## src/rtl/ex_muldiv_ctrl_if.sv

```systemverilog
// Handshake between the EX stage and the multiply/divide sequencer.
// EX drives the instruction side and reads back stall, HI/LO and move data.
interface ex_muldiv_ctrl_if #(
  parameter int DATA_WIDTH = 32
);
  logic                  start;
  logic [5:0]            funct;
  logic [DATA_WIDTH-1:0] operand_1;
  logic [DATA_WIDTH-1:0] operand_2;
  logic                  flush;
  logic                  stall_req;
  logic                  busy;
  logic [DATA_WIDTH-1:0] hi;
  logic [DATA_WIDTH-1:0] lo;
  logic [DATA_WIDTH-1:0] mf_data;

  modport master (
    output start, funct, operand_1, operand_2, flush,
    input  stall_req, busy, hi, lo, mf_data
  );

  modport slave (
    input  start, funct, operand_1, operand_2, flush,
    output stall_req, busy, hi, lo, mf_data
  );
endinterface

```

## src/rtl/ex_muldiv_ctrl.sv

```systemverilog
// Iterative MULT/MULTU/DIV/DIVU sequencer owning HI/LO; one shift-add or
// restoring-divide step per cycle, with a stall request holding the pipeline.
module ex_muldiv_ctrl #(
  parameter int         DATA_WIDTH  = 32,
  parameter logic [5:0] FUNCT_MULT  = 6'h18,
  parameter logic [5:0] FUNCT_MULTU = 6'h19,
  parameter logic [5:0] FUNCT_DIV   = 6'h1A,
  parameter logic [5:0] FUNCT_DIVU  = 6'h1B,
  parameter logic [5:0] FUNCT_MFHI  = 6'h10,
  parameter logic [5:0] FUNCT_MTHI  = 6'h11,
  parameter logic [5:0] FUNCT_MFLO  = 6'h12,
  parameter logic [5:0] FUNCT_MTLO  = 6'h13
) (
  input  logic            clk,
  input  logic            rst_n,
  ex_muldiv_ctrl_if.slave bus
);
  localparam int W  = DATA_WIDTH;
  localparam int CW = $clog2(W);

  typedef enum logic [1:0] {IDLE, MUL, DIV, DONE} state_t;

  state_t          state_reg;
  logic [CW-1:0]   cnt_reg;
  logic [W-1:0]    op_a_reg;
  logic [W-1:0]    op_b_reg;
  logic [2*W-1:0]  acc_reg;
  logic            neg_res_reg;
  logic            neg_a_reg;
  logic [W-1:0]    hi_reg;
  logic [W-1:0]    lo_reg;

  logic            is_mul;
  logic            is_div;
  logic            is_signed;
  logic            a_neg;
  logic            b_neg;
  logic [W-1:0]    mag_a;
  logic [W-1:0]    mag_b;
  logic            accept;
  logic            last_step;

  logic [W:0]      mul_sum;
  logic [2*W-1:0]  mul_next;
  logic [2*W-1:0]  prod_fix;
  logic [2*W:0]    div_shift;
  logic [W+1:0]    div_diff;
  logic            div_ok;
  logic [2*W-1:0]  div_next;
  logic [W-1:0]    quo_fix;
  logic [W-1:0]    rem_fix;

  assign is_mul    = (bus.funct == FUNCT_MULT) || (bus.funct == FUNCT_MULTU);
  assign is_div    = (bus.funct == FUNCT_DIV)  || (bus.funct == FUNCT_DIVU);
  assign is_signed = (bus.funct == FUNCT_MULT) || (bus.funct == FUNCT_DIV);

  // Magnitudes: negating 0x80000000 yields 2^31 when read unsigned.
  assign a_neg = is_signed & bus.operand_1[W-1];
  assign b_neg = is_signed & bus.operand_2[W-1];
  assign mag_a = a_neg ? -bus.operand_1 : bus.operand_1;
  assign mag_b = b_neg ? -bus.operand_2 : bus.operand_2;

  assign accept    = (state_reg == IDLE) & bus.start & ~bus.flush;
  assign last_step = (cnt_reg == CW'(W - 1));

  // Shift-add: acc = {partial product, remaining multiplier bits}.
  assign mul_sum  = {1'b0, acc_reg[2*W-1:W]} + (acc_reg[0] ? {1'b0, op_a_reg} : {(W+1){1'b0}});
  assign mul_next = {mul_sum, acc_reg[W-1:1]};
  assign prod_fix = neg_res_reg ? -mul_next : mul_next;

  // Restoring divide: acc = {remainder, dividend bits shifting into quotient}.
  assign div_shift = {acc_reg, 1'b0};
  assign div_diff  = {1'b0, div_shift[2*W:W]} - {2'b00, op_b_reg};
  assign div_ok    = ~div_diff[W+1];
  assign div_next  = {(div_ok ? div_diff[W-1:0] : div_shift[2*W-1:W]), div_shift[W-1:1], div_ok};
  assign quo_fix   = neg_res_reg ? -div_next[W-1:0]   : div_next[W-1:0];
  assign rem_fix   = neg_a_reg   ? -div_next[2*W-1:W] : div_next[2*W-1:W];

  always_ff @(posedge clk or negedge rst_n) begin
    if (!rst_n) begin
      state_reg   <= IDLE;
      cnt_reg     <= '0;
      op_a_reg    <= '0;
      op_b_reg    <= '0;
      acc_reg     <= '0;
      neg_res_reg <= 1'b0;
      neg_a_reg   <= 1'b0;
      hi_reg      <= '0;
      lo_reg      <= '0;
    end else begin
      case (state_reg)
        IDLE: begin
          if (accept) begin
            if (is_mul) begin
              op_a_reg    <= mag_a;
              op_b_reg    <= mag_b;
              neg_res_reg <= a_neg ^ b_neg;
              neg_a_reg   <= a_neg;
              acc_reg     <= {{W{1'b0}}, mag_b};
              cnt_reg     <= '0;
              state_reg   <= MUL;
            end else if (is_div && (bus.operand_2 != '0)) begin
              op_a_reg    <= mag_a;
              op_b_reg    <= mag_b;
              neg_res_reg <= a_neg ^ b_neg;
              neg_a_reg   <= a_neg;
              acc_reg     <= {{W{1'b0}}, mag_a};
              cnt_reg     <= '0;
              state_reg   <= DIV;
            end else if (is_div) begin
              // Divide by zero resolves immediately with a fixed result.
              lo_reg    <= '1;
              hi_reg    <= bus.operand_1;
              state_reg <= DONE;
            end else if (bus.funct == FUNCT_MTHI) begin
              hi_reg <= bus.operand_1;
            end else if (bus.funct == FUNCT_MTLO) begin
              lo_reg <= bus.operand_1;
            end
          end
        end
        MUL: begin
          if (bus.flush) begin
            state_reg <= IDLE;
          end else begin
            acc_reg <= mul_next;
            cnt_reg <= cnt_reg + 1'b1;
            if (last_step) begin
              {hi_reg, lo_reg} <= prod_fix;
              state_reg        <= DONE;
            end
          end
        end
        DIV: begin
          if (bus.flush) begin
            state_reg <= IDLE;
          end else begin
            acc_reg <= div_next;
            cnt_reg <= cnt_reg + 1'b1;
            if (last_step) begin
              lo_reg    <= quo_fix;
              hi_reg    <= rem_fix;
              state_reg <= DONE;
            end
          end
        end
        default: begin
          // DONE: result already committed; never re-triggers.
          state_reg <= IDLE;
        end
      endcase
    end
  end

  assign bus.busy      = (state_reg == MUL) | (state_reg == DIV);
  assign bus.stall_req = ~bus.flush &
                         (((state_reg == IDLE) & bus.start & (is_mul | is_div)) |
                          (state_reg == MUL) | (state_reg == DIV));
  assign bus.hi        = hi_reg;
  assign bus.lo        = lo_reg;
  assign bus.mf_data   = (bus.funct == FUNCT_MFHI) ? hi_reg :
                         (bus.funct == FUNCT_MFLO) ? lo_reg : '0;
endmodule

```

## src/flat_wrapper.sv

```systemverilog
// flat-port wrapper written by rule: the top's interface ports become plain ports
module ex_muldiv_ctrl_flat 
#(
  parameter int         DATA_WIDTH  = 32,
  parameter logic [5:0] FUNCT_MULT  = 6'h18,
  parameter logic [5:0] FUNCT_MULTU = 6'h19,
  parameter logic [5:0] FUNCT_DIV   = 6'h1A,
  parameter logic [5:0] FUNCT_DIVU  = 6'h1B,
  parameter logic [5:0] FUNCT_MFHI  = 6'h10,
  parameter logic [5:0] FUNCT_MTHI  = 6'h11,
  parameter logic [5:0] FUNCT_MFLO  = 6'h12,
  parameter logic [5:0] FUNCT_MTLO  = 6'h13
)
  (clk, rst_n, bus_start, bus_funct, bus_operand_1, bus_operand_2, bus_flush, bus_stall_req, bus_busy, bus_hi, bus_lo, bus_mf_data);
  ex_muldiv_ctrl_if #(.DATA_WIDTH(DATA_WIDTH)) bus_i ();
  input  logic clk;
  input  logic rst_n;
  input wire logic [$bits(bus_i.start)-1:0] bus_start;
  input wire logic [$bits(bus_i.funct)-1:0] bus_funct;
  input wire logic [$bits(bus_i.operand_1)-1:0] bus_operand_1;
  input wire logic [$bits(bus_i.operand_2)-1:0] bus_operand_2;
  input wire logic [$bits(bus_i.flush)-1:0] bus_flush;
  output wire logic [$bits(bus_i.stall_req)-1:0] bus_stall_req;
  output wire logic [$bits(bus_i.busy)-1:0] bus_busy;
  output wire logic [$bits(bus_i.hi)-1:0] bus_hi;
  output wire logic [$bits(bus_i.lo)-1:0] bus_lo;
  output wire logic [$bits(bus_i.mf_data)-1:0] bus_mf_data;
  assign bus_i.start = bus_start;
  assign bus_i.funct = bus_funct;
  assign bus_i.operand_1 = bus_operand_1;
  assign bus_i.operand_2 = bus_operand_2;
  assign bus_i.flush = bus_flush;
  assign bus_stall_req = bus_i.stall_req;
  assign bus_busy = bus_i.busy;
  assign bus_hi = bus_i.hi;
  assign bus_lo = bus_i.lo;
  assign bus_mf_data = bus_i.mf_data;
  ex_muldiv_ctrl #(.DATA_WIDTH(DATA_WIDTH), .FUNCT_MULT(FUNCT_MULT), .FUNCT_MULTU(FUNCT_MULTU), .FUNCT_DIV(FUNCT_DIV), .FUNCT_DIVU(FUNCT_DIVU), .FUNCT_MFHI(FUNCT_MFHI), .FUNCT_MTHI(FUNCT_MTHI), .FUNCT_MFLO(FUNCT_MFLO), .FUNCT_MTLO(FUNCT_MTLO)) u_core (.clk(clk), .rst_n(rst_n), .bus(bus_i));
endmodule
```

## config.mk

```make
export PLATFORM = sky130hd
export DESIGN_NAME = ex_muldiv_ctrl_flat
export DESIGN_NICKNAME = d
export VERILOG_FILES = /design/src/rtl/ex_muldiv_ctrl_if.sv /design/src/rtl/ex_muldiv_ctrl.sv /design/src/flat_wrapper.sv
export SDC_FILE = /design/constraint.sdc
export NUM_CORES = 1
export LEC_CHECK = 0
export CAP_MARGIN = 20
export CORE_MARGIN = 4
export CORE_UTILIZATION = 50
export DETAILED_ROUTE_END_ITERATION = 7
export GPL_ROUTABILITY_DRIVEN = 0
export GPL_TIMING_DRIVEN = 0
export PLACE_DENSITY = 0.71
export SYNTH_ARGS = -nofsm -noshare
export SYNTH_HDL_FRONTEND = slang
export SYNTH_SLANG_ARGS = --single-unit
```

## constraint.sdc

```tcl
create_clock -name clk -period 5.7 [get_ports clk]
set_input_delay 1.14 -clock clk [delete_from_list [all_inputs] [get_ports clk]]
set_output_delay 1.14 -clock clk [all_outputs]
set_load 0.03 [all_outputs]
```

==> results.cfg <==
[sta]
post-route-period-util = 0.9792
finalHoldViolations = 0
worst_pin_slew_ns = 1.104
fin_crit_ns = 5.581
timing.final.ws_setup_ns = 0.1187
drv_slew = 0
finClkSkew_ns = 0.03469
timing.fmax_ghz = 0.1792
finalSetupViolations = 0
max_slew_margin = 0.2642

[routing]
vias = 22130
finalWirelength_mm = 85.71
dr.pass1.iters = 8
wl_per_cell_um = 26.44
initialDrtViolationCount = 3471
drc = 0
drtAntennaViolNets = 0
vias_per_cell = 6.826

[clock_network]
clk_pin_slew_ns = 0.07
clock-root-buffer = clkbuf_16
cts_tree = built
cts_max_level = 1
ctsHoldBuffers = 0
cts_sinks = 201
insertion_delay_ns = 0.57
cts_buffers = 25
clock_path_buffers = 3

[cells_and_area]
fin_cells = 3242
fin_nets = 2858
syn_to_final_growth_pct = 17.45
largest_register_ffs = 64
drive_gt1_frac = 0.05284

[yosys]
synthArstFlopShare = 1.000
syn_nets = 2662
syn_avg_cell_area_sq_um = 7.629
synthesis.area_sq_um = 19160
synth_cell_types = 91
synth_ff_type = dfrtp_1
synth-edff-count = 0
seq_area_frac_synth = 0.2626
ys_warn_count = 0
synthCells = 2511
synth_seq_cells = 201

[setup_path]
path_cells = ha_1, nand2_1, or3_1, a21oi_2, o2111a_1, o211ai_1, nand2_2, clkbuf_4, clkbuf_1, buf_1, mux2i_1, xnor2_1, a221oi_1, o31ai_1
path_max_fanout = 10
crit_buf_inv = 3
critical_path_required_ns = 6.10
end_kind = flop
path_delay_family = compound AO/OA/AOI/OAI gates
start_kind = flop
slowest_delay_ns = 0.86
cpMaxStageDelayCell = a221oi_1
arrival_ns = 5.98
criticalPathCategory = reg2reg

[floorplan]
ioPinCount = 172
core_sq_um = 37760
fp.dieH_um = 203.7
initial_utilization = 0.5074
fp.dieW_um = 203.7
fp-row-count = 71
dieArea_sq_um = 41510

[status]
outcome = finished, final reports clean

[placed_design]
dp_hpwl_mm = 67.84
dp_cells = 3192
io_buffer_count = 169
pre_cts_slack_ns = -1.435

[global_route]
grt_pass1_vias = 20650
grt_pass1_wl_mm = 126.5
grt_max_degree = 106
gr-usage-all-layers = 0.3941
overflow = 0
antenna_found_initial = 7

[job]
cap_violations = 0

[min_path]
worstHoldPathType = reg2reg
[cells by family after synthesis]
family | count (synthesis) | synth area share
flip-flops | 201 | 0.2626
adder cells (fa/ha/maj) | 77 | 0.05107
AO/OA/AOI/OAI | 857 | 0.2927
buffers and inverters | 259 | 0.06146
AND/OR/NAND/NOR | 858 | 0.2112
multiplexers | 35 | 0.01855
XOR/XNOR | 224 | 0.1024
[worst register-to-register path, cell delays in order (launching register included)]
cell and delay, ns:
dfrtp_1 0.50, ha_1 0.44, nand2_1 0.14, or3_1 0.42, a21oi_2 0.19, o2111a_1 0.27, o211ai_1 0.16, nand2_2 0.23
clkbuf_4 0.29, clkbuf_1 0.48, buf_1 0.76, mux2i_1 0.37, xnor2_1 0.16, a221oi_1 0.86, o31ai_1 0.15
[cells in the final DEF, fill, tap and decap left out, types with 53 or more instances in the layout]
cell / netlist / routed
a21oi_1: 183 / 182
and2_1: 53 / 53
clkbuf_1: 150 / 146
clkdlybuf4s50_1: 0 / 168
dfrtp_1: 201 / 198
ha_1: 75 / 72
inv_1: 64 / 64
nand2_1: 384 / 383
nor2_1: 158 / 158
nor3_1: 61 / 61
o21ai_0: 254 / 253
o31ai_1: 86 / 86
xnor2_1: 135 / 135
xor2_1: 89 / 89
[synth_stat cells, drive strengths merged, types with 21 or more instances]
cell type  number  area share
nand2         384       0.075
nor2          158       0.031
xnor2         135       0.062
a21oi         183       0.048
xor2           89       0.041
ha             75       0.049
a21o           30       0.012
dfrtp         201        0.26
mux2i          31       0.016
nor4           22      0.0088
and2           53       0.017
clkbuf        165       0.040
a31oi          21      0.0069
o21ai         260       0.068
nor3           63       0.017
o31ai          87       0.034
a221oi         52       0.024
buf            25      0.0076
nand3          32      0.0084
a22oi          23      0.0090
o221ai         23       0.011
or3            32       0.011
a22o           33       0.015
inv            65       0.013
[per-layer routing]
| layer | wire length [um] | track usage | up-vias |
|---|---|---|---|
| li1 | - | - | 9540 |
| met1 | 31820 | 0.5057 | 10370 |
| met2 | 34710 | 0.5721 | 1768 |
| met3 | 12190 | 0.1520 | 436 |
| met4 | 6676 | 0.2130 | 15 |
| met5 | 307 | 0 | - |
[final timing paths]
kind	start	to	slack, ns	cells past startpoint
worst min register to register	u_core.op_a_reg[27]	u_core.op_a_reg[27]	0.47	2
worst min-delay path	u_core.op_a_reg[27]	u_core.op_a_reg[27]	0.47	2
max in group asynchronous	rst_n	u_core.acc_reg[12]	4.05	2
worst max register to register	u_core.acc_reg[41]	u_core.bus.hi[2]	0.12	14
worst max-delay path	u_core.acc_reg[41]	u_core.bus.hi[2]	0.12	14
min in group asynchronous	rst_n	u_core.acc_reg[54]	0.58	1
[metrics by stage]
stage,area (sq um),util,setup TNS [ns],hold WS [ns]
floorplan,19160,-,0,0.4424
global placement,21490,0.5691,-1076.62,0.4559
detailed placement,21520,0.5700,-40.39,0.4626
CTS,22420,0.5939,0,0.4756
global route,22490,0.5956,-0.2056,0.4884
finish,22500,0.5960,0,0.4683
[final cells by class]
type	instances	area, sq um
clock inverters	11	121.4
flip-flops and latches	201	5034
inverters	67	256.5
repair buffers	173	1747
well taps	511	639.4
clock buffers	34	699.4
plain buffers	188	943.4
fillers	3471	15250
multi-input cells	2051	13050
diodes	6	15.01
[timing repair]
action / CTS / global route
gates resized for setup: 25 / 21
setup endpoints to repair: 29 / 63
pin swaps: 1 / 3
buffers inserted: 1 / 2
Power is not shown: default switching activity piles up to over one toggle a cycle in this logic, so the estimate is an artifact.
